$ cat src/rtl/mem_arb_pkg.sv
// Shared definitions for the memory port arbiter: FSM state encoding,
// port select codes and the common counter width.
package mem_arb_pkg;

   typedef enum logic [1:0] {
      IDLE   = 2'b00,
      ACCESS = 2'b01,
      DONE   = 2'b10
   } state_t;

   localparam logic SEL_IF = 1'b0;
   localparam logic SEL_D  = 1'b1;

   localparam int CNT_W = 4;

endpackage

$ cat src/rtl/mem_port_arbiter_lat_counter.sv
// Loadable down-counter holding the remaining access latency.
// Ports: i_load/i_val preset the count, i_dec steps it down, o_zero flags 0.
module lat_counter
   import mem_arb_pkg::*;
(
   input  logic             clk,
   input  logic             reset,
   input  logic             i_load,
   input  logic             i_dec,
   input  logic [CNT_W-1:0] i_val,
   output logic             o_zero
);

   logic [CNT_W-1:0] r_cnt;

   always_ff @(posedge clk or posedge reset) begin
      if (reset) begin
         r_cnt <= '0;
      end else if (i_load) begin
         r_cnt <= i_val;
      end else if (i_dec && (r_cnt != '0)) begin
         r_cnt <= r_cnt - 1'b1;
      end
   end

   assign o_zero = (r_cnt == '0);

endmodule

$ cat src/rtl/mem_port_arbiter.sv
// Arbiter/sequencer for the shared fetch/data memory port.
// Ports: if_req/d_req/d_we in; mem_sel/mem_en/mem_we, if_ack/d_ack, busy out.
module mem_port_arbiter
   import mem_arb_pkg::*;
#(
   parameter int MEM_LAT    = 2,
   parameter int STARVE_MAX = 4
) (
   input  logic clk,
   input  logic reset,
   input  logic if_req,
   input  logic d_req,
   input  logic d_we,
   output logic mem_sel,
   output logic mem_en,
   output logic mem_we,
   output logic if_ack,
   output logic d_ack,
   output logic busy
);

   localparam logic [CNT_W-1:0] LP_LAT_M1 = CNT_W'(MEM_LAT - 1);
   localparam logic [CNT_W-1:0] LP_SMAX   = CNT_W'(STARVE_MAX);

   state_t           r_state;
   state_t           w_next;
   logic             r_sel;
   logic             r_we;
   logic [CNT_W-1:0] r_starve;

   logic w_req;
   logic w_force_if;
   logic w_grant_d;
   logic w_load;
   logic w_dec;
   logic w_zero;

   lat_counter u_lat (
      .clk    (clk),
      .reset  (reset),
      .i_load (w_load),
      .i_dec  (w_dec),
      .i_val  (LP_LAT_M1),
      .o_zero (w_zero)
   );

   always_comb begin
      w_req      = if_req | d_req;
      // fetch overrides data only after STARVE_MAX back-to-back data wins
      w_force_if = if_req & d_req & (r_starve == LP_SMAX);
      w_grant_d  = d_req & ~w_force_if;
      w_load     = 1'b0;
      w_dec      = 1'b0;
      w_next     = r_state;
      unique case (r_state)
         IDLE: begin
            if (w_req) begin
               w_load = 1'b1;
               w_next = ACCESS;
            end
         end
         ACCESS: begin
            w_dec = 1'b1;
            if (w_zero) begin
               w_next = DONE;
            end
         end
         DONE: begin
            w_next = IDLE;
         end
         default: begin
            w_next = IDLE;
         end
      endcase
   end

   always_ff @(posedge clk or posedge reset) begin
      if (reset) begin
         r_state <= IDLE;
      end else begin
         r_state <= w_next;
      end
   end

   always_ff @(posedge clk or posedge reset) begin
      if (reset) begin
         r_sel    <= SEL_IF;
         r_we     <= 1'b0;
         r_starve <= '0;
      end else if (w_load) begin
         r_sel <= w_grant_d ? SEL_D : SEL_IF;
         r_we  <= w_grant_d & d_we;
         // only data wins over a waiting fetch count toward starvation
         if (w_grant_d && if_req) begin
            if (r_starve != LP_SMAX) begin
               r_starve <= r_starve + 1'b1;
            end
         end else begin
            r_starve <= '0;
         end
      end
   end

   assign mem_sel = r_sel;
   assign mem_en  = (r_state == ACCESS);
   assign mem_we  = (r_state == ACCESS) & r_we;
   assign if_ack  = (r_state == DONE) & (r_sel == SEL_IF);
   assign d_ack   = (r_state == DONE) & (r_sel == SEL_D);
   assign busy    = (r_state != IDLE);

endmodule

$ cat config.mk
export PLATFORM = sky130hd
export DESIGN_NAME = mem_port_arbiter
export DESIGN_NICKNAME = d
export VERILOG_FILES = /design/src/rtl/mem_arb_pkg.sv /design/src/rtl/mem_port_arbiter_lat_counter.sv /design/src/rtl/mem_port_arbiter.sv
export SDC_FILE = /design/constraint.sdc
export NUM_CORES = 1
export LEC_CHECK = 0
export ABC_AREA = 1
export BUFFER_PORTS_ARGS = -buffer_cell sky130_fd_sc_hd__buf_2
export CORE_MARGIN = 4
export CORE_UTILIZATION = 55
export DETAILED_ROUTE_END_ITERATION = 12
export PLACE_DENSITY = 0.74
export SLEW_MARGIN = 20
export SYNTH_ARGS = -nofsm -noshare
export SYNTH_HDL_FRONTEND = slang
export SYNTH_HIERARCHICAL = 1
export SYNTH_SLANG_ARGS = --single-unit
$ cat constraint.sdc
create_clock -name clk -period 2.37 [get_ports clk]
set_input_delay 0.474 -clock clk [delete_from_list [all_inputs] [get_ports clk]]
set_output_delay 0.474 -clock clk [all_outputs]
set_load 0.005 [all_outputs]
==> results of run 1 <==
-- layout make-up --
class	instances	area, sq um	area share
inverters	21	78.8	0.0896
repair buffers	10	50.0	0.0569
well taps	15	18.8	0.0213
clock buffers	4	36.3	0.0413
flip-flops and latches	12	300	0.341
multi-input cells	76	395	0.450
-- through the flow --
step / instance area [sq um] / total power [mW]
after floorplan: 774 / 0.807
after detailed placement: 843 / 0.946
after CTS: 880 / 1.12
after global placement: 843 / 0.929
final: 880 / 1.10
after global routing: 880 / 1.23
-- power by group through the flow --
stage	combinational [mW]	clock, mW	sequential, mW
finish	0.583	0.167	0.351
global route	0.678	0.183	0.367
CTS	0.593	0.171	0.351
detailed placement	0.590	0	0.356
global placement	0.575	0	0.354
floorplan	0.463	0	0.344
-- logic make-up (layout without fill, tap and decap cells) --
family | Yosys count | count (layout) | synth area share
AOI/OAI and AO/OA | 7 | 7 | 0.0457
xor gates and xnor gates | 1 | 1 | 0.0114
adders and majority gates | 3 | 3 | 0.0489
buffers and inverters | 21 | 35 | 0.103
DFF | 12 | 12 | 0.392
other | 2 | 4 | 0.00979
and+or+nand+nor | 61 | 61 | 0.390
-- metal layers --
metal,share of wire,up-vias,track usage,wire length (um)
li1,-,353,-,-
met5,0,-,0,0
met2,0.49,7,0.271,659
met4,0.025,0,0.105,34
met1,0.46,293,0.191,619
met3,0.032,5,0.0359,43
-- placed cells by master, fill, tap and decap left out --
cell type  netlist  routed
conb_1           2       4
nor2_2           3       3
nand2_4          2       2
xnor2_1          1       1
nand3_1          7       7
nor2_8           1       1
nand2_1         32      32
clkbuf_8         0       1
nand2_2          3       3
o21ai_1          2       2
nor3_1           2       2
dfrtp_1         12      12
nor2_1           7       7
clkbuf_4         0       3
inv_2            4       4
clkinv_1         1       1
inv_1           16      16
ha_1             3       3
nand4_1          2       2
buf_2            0      10
o21ai_0          5       5
nand3b_1         2       2
-- sequential cells by signal (all words and copies together) (netlist names) --
signal	flops
r_starve	4
u_lat/r_cnt	4
r_we	1
r_state	2
mem_sel	1
-- path summary, 6_finish.rpt --
check | startpoint | end | slack, ps | cells past startpoint
worst max-delay path | r_state[0] | mem_we | 580 | 5
worst min-delay path | reset | u_lat/r_cnt[3] | 70 | 2
worst max register to register | r_state[0] | u_lat/r_cnt[3] | 1170 | 8
worst min register to register | u_lat/r_cnt[1] | u_lat/r_cnt[1] | 550 | 2
max in group asynchronous | reset | r_starve[0] | 1990 | 2
min in group clk | d_we | r_we | 450 | 3
==> flow_summary.json, run 1 <==
{
  "setup.worst_path.start_class": "register",
  "clkTransAtPathRegs_ps": 80,
  "ys_top_cells_by_area": "dfrtp_1, nand2_1, inv_1, ha_1, nand3_1",
  "cell_with_the_most_instances_after_synthesis": "nand2_1",
  "timing.final.hold_violations": 0,
  "routed-via-count": 658,
  "postSynthAreaPerCell_sq_um": 7.17,
  "cts.path.max_buffers": 2,
  "number_of_i_o_pins": 11,
  "synth.top_cell.area_share": 0.392,
  "gp_congestion": 0.809,
  "io_buffers": 10,
  "cpMostUsedCell": "nor2_1",
  "die_w_um": 45.3,
  "critical_path.max_stage_delay_ps": 380,
  "rsz0062_at_grt": "no",
  "drt-total-wl_mm": 1.36,
  "wl_per_cell_um": 9.83,
  "coreArea_sq_um": 1300,
  "cts_hold_buf": 0,
  "critical_path_buf_inv_count": 3,
  "postRouteAntennaNets": 0,
  "power.share.sequential": 0.319,
  "cp_cell_sequence": "inv_2 -> nor2_1 -> inv_1 -> nor2_1 -> buf_2",
  "end_of_flow_core_utilization": 0.676,
  "clk-insertion-delay-late_ps": 280,
  "maxCapViolCount": 0,
  "detail_route.vias_per_cell": 4.77,
  "outcome": "completed",
  "start_util": 0.589,
  "p_leak_nw": 0.493,
  "placed_cells": 134,
  "first_pass_iteration_count_of_the_detailed_router": 4,
  "clock_network_fraction_of_total_power": 0.151,
  "critPathMaxFanout": 4,
  "worst_setup_end_kind": "output port",
  "critPathArrivalTime_ps": 1320,
  "synthArstFlopShare": 1.00,
  "dp_hpwl_mm": 1.10,
  "grt_util_all_layers": 0.165,
  "primary_ff_master_synth": "dfrtp_1",
  "synth-seq-area-share": 0.392,
  "dp_slack_ps": 861,
  "finClkSkew_ps": 0.505,
  "fill_cells": 119,
  "chipHeight_um": 45.3,
  "cp.required_ps": 1900,
  "std_cell_rows": 13,
  "mappedNetlistArea_sq_um": 767,
  "hold_crit_path_type": "input pin to asynchronous set/reset pin",
  "crit_type": "register to output port",
  "whs_ps": 69.7,
  "combinationalPowerShare": 0.529,
  "crit_slowest_cell": "dfrtp_1",
  "pwr_density_cell_nw_per_um2": 1250,
  "vdd_ir_drop_max_mv": 0.811,
  "tcrit_tclk_final": 0.756,
  "cell_types_with_the_highest_counts_after_synthesis": "nand2_1, inv_1, dfrtp_1",
  "cts_made_buffers": 3,
  "ratio_of_cells_with_drive_above_1_in_the_final_layout": 0.220,
  "largest_net_degree_at_the_start_of_global_routing": 17,
  "clock_tree.htree_level_count": 1,
  "maxClockFrequency_ghz": 0.558,
  "timing.critical_path.max_delay_family": "flip-flops",
  "synth-warning-count": 6,
  "setup_tns_ps": 0,
  "layout.cells.non_filler": 138,
  "flow.area_growth_from_synthesis_pct": 14.7,
  "timing_max_transition_violations_final": 0,
  "design.final.nets": 132,
  "p_sw_mw": 0.504,
  "drt_drc_violations_left": 0,
  "ant_cells": 0,
  "globalRouteOverflowTotal": 0,
  "first_global_vias": 587,
  "synth-edff-count": 0,
  "layout_min_cycle_time_ps": 1790,
  "antenna_violations_before_repair": 0,
  "die_area_sq_um": 2060,
  "postSynthCellCount": 107,
  "cts-root-buf": "clkbuf_4",
  "yosys_register_bits": 12,
  "cts.repair_timing.setup_buffer_count": 0,
  "internal_power_mw": 0.597,
  "largest_area_contributor_in_the_synthesized_netlist": "dfrtp_1",
  "initialDrtViolationCount": 6,
  "final-setup-viol-count": 0,
  "clock_sink_count": 12,
  "swShare": 0.458,
  "ys_types": 19,
  "ctsResizeCount": 0,
  "postLayoutSetupSlackWorst_ps": 579,
  "tritoncts": "built",
  "grt_pass1_wl_mm": 2.37
}
Note: power is estimated with default switching activity, not from simulation.
==> run 2, diff against run 1 <==
--- a/config.mk
+++ b/config.mk
@@ -8,9 +8,9 @@
 export ABC_AREA = 1
 export BUFFER_PORTS_ARGS = -buffer_cell sky130_fd_sc_hd__buf_2
 export CORE_MARGIN = 4
-export CORE_UTILIZATION = 55
+export CORE_UTILIZATION = 49
 export DETAILED_ROUTE_END_ITERATION = 12
-export PLACE_DENSITY = 0.74
+export PLACE_DENSITY = 0.7
 export SLEW_MARGIN = 20
 export SYNTH_ARGS = -nofsm -noshare
 export SYNTH_HDL_FRONTEND = slang
==> constraint.sdc (replaced) <==
create_clock -name clk -period 1.6 [get_ports clk]
set_input_delay 0.32 -clock clk [delete_from_list [all_inputs] [get_ports clk]]
set_output_delay 0.32 -clock clk [all_outputs]
set_load 0.005 [all_outputs]
==> run 2 against run 1 <==
Compared with the run above: hold slack improved by 260 ps; clock power increased by 5%; clock skew about the same; via count increased by 0.15%; die area increased by 10%; final cell count increased by 1.4%; routed wire length increased by 0.37%; critical endpoint unchanged; largest power group unchanged.
==> flow_summary.json, run 2 (same netlist as run 1, synthesis figures left out) <==
{
  "die_area_sq_um": 2260,
  "power.share.sequential": 0.330,
  "ratio_of_cells_with_drive_above_1_in_the_final_layout": 0.226,
  "design.final.nets": 134,
  "initialDrtViolationCount": 8,
  "swShare": 0.462,
  "hold_crit_path_type": "input pin to register",
  "coreArea_sq_um": 1490,
  "clkTransAtPathRegs_ps": 70,
  "layout_min_cycle_time_ps": 1430,
  "outcome": "completed",
  "dpl_cell_area_sq_um": 852,
  "cp_cell_sequence": "inv_2 -> nor2_2 -> inv_1 -> nor2_1 -> buf_2",
  "dp_hpwl_mm": 1.13,
  "globalRouteOverflowTotal": 0,
  "maxCapViolCount": 0,
  "grt_util_all_layers": 0.147,
  "die_w_um": 47.6,
  "first_global_vias": 581,
  "clk-insertion-delay-late_ps": 260,
  "cts.path.max_buffers": 2,
  "worstHoldStart": "d_we",
  "vdd_ir_drop_max_mv": 1.02,
  "combinationalPowerShare": 0.560,
  "tcrit_tclk_final": 0.894,
  "maxClockFrequency_ghz": 0.699,
  "finClkSkew_ps": 0.704,
  "std_cell_rows": 14,
  "first_pass_iteration_count_of_the_detailed_router": 4,
  "grt_pass1_wl_mm": 2.33,
  "clock_tree.htree_level_count": 1,
  "wl_per_cell_um": 9.73,
  "critPathMaxFanout": 3,
  "cp-startpoint": "r_state[0]",
  "gp_congestion": 0.770,
  "mostFrequentLayoutCell": "nand2_1",
  "final-setup-viol-count": 0,
  "reg.largest.list": "r_starve (4), u_lat/r_cnt (4), r_state (2)",
  "start_util": 0.515,
  "layout.cells.most_common_list": "nand2_1, inv_1, dfrtp_1",
  "critical_path.max_stage_delay_ps": 390,
  "routed-via-count": 659,
  "timing.reg2reg.setup_slack_ps": 380,
  "timing.final.hold_violations": 0,
  "pwr_density_cell_nw_per_um2": 1800,
  "clock_network_fraction_of_total_power": 0.110,
  "crit_type": "register to output port",
  "ant_cells": 0,
  "timing.critical_path.max_delay_family": "flip-flops",
  "cts-root-buf": "clkbuf_4",
  "setup_tns_ps": 0,
  "whs_ps": 332,
  "tritoncts": "built",
  "detail_route.vias_per_cell": 4.71,
  "worst_setup_end_kind": "output port",
  "p_leak_nw": 0.495,
  "regToRegStartpoint": "r_state[1]",
  "number_of_i_o_pins": 11,
  "postRouteAntennaNets": 0,
  "drt_drc_violations_left": 0,
  "critical_path_buf_inv_count": 3,
  "p_sw_mw": 0.738,
  "antenna_violations_before_repair": 0,
  "end_of_flow_core_utilization": 0.596,
  "cp.required_ps": 1280,
  "flow.area_growth_from_synthesis_pct": 15.7,
  "crit_slowest_cell": "dfrtp_1",
  "io_buffers": 10,
  "fill_cells": 146,
  "setup.worst_path.start_class": "register",
  "chipHeight_um": 47.6,
  "largest_net_degree_at_the_start_of_global_routing": 17,
  "drt-total-wl_mm": 1.36,
  "stdcell_area_sq_um": 887,
  "clock_sink_count": 12,
  "critPathArrivalTime_ps": 1110,
  "cts_made_buffers": 3,
  "rsz0062_at_grt": "no",
  "timing_max_transition_violations_final": 0,
  "internal_power_mw": 0.860
}
==> run 2: area by class of cell <==
class / instances / area (sq um) / share of cell area
Inverter: 21 / 78.8 / 0.0889
Tap cell: 16 / 20.0 / 0.0226
Sequential cell: 12 / 300 / 0.339
Multi-Input combinational cell: 76 / 398 / 0.449
Clock buffer: 3 / 22.5 / 0.0254
Timing Repair Buffer: 12 / 67.6 / 0.0762
==> run 2: worst paths after layout <==
path / depth (start not counted) / to
min in group asynchronous: 3 / u_lat/r_cnt[0]
hold reg to reg: 2 / r_starve[0]
max in group asynchronous: 3 / mem_sel
hold / removal: 3 / r_we
setup / recovery: 5 / mem_we
setup reg to reg: 8 / u_lat/r_cnt[3]
==> run 2: stage by stage <==
stage,worst slack [ps],total power [mW],instances
floorplan,382,1.20,109
global placement,390,1.41,136
detailed placement,388,1.43,136
CTS,109,1.62,140
global route,55.7,1.78,140
finish,169,1.60,140
==> run 2: power by group through the flow <==
| stage | Combinational (mW) | Sequential [mW] | Clock [mW] |
|---|---|---|---|
| 4_1_cts | 0.906 | 0.527 | 0.185 |
| 3_5_place_dp | 0.901 | 0.532 | 0 |
| 5_1_grt | 1.04 | 0.544 | 0.200 |
| 2_1_floorplan | 0.686 | 0.509 | 0 |
| 3_3_place_gp | 0.886 | 0.528 | 0 |
| 6_report | 0.895 | 0.527 | 0.175 |
==> run 2: layer usage <==
metal / track usage / vias up / wire [um]
li1: - / 359 / -
met1: 0.167 / 288 / 613
met2: 0.259 / 10 / 702
met3: 0.0338 / 2 / 32
met4: 0.0645 / 0 / 14
met5: 0 / - / 0
==> run 2: repair_timing <==
item | CTS | global route
hold buffers | 1 | 0
resized for setup | 0 | 1
buffers inserted | 0 | 0
endpoints found under the setup margin | 0 | 1
hold endpoints to repair | 4 | 0
==> run 2: worst reg2reg max path: cells and delay by family (launching register included) <==
kind          cells  cell delay, ps
buf+inv           3             250
flops             1             410
simple gates      5             480
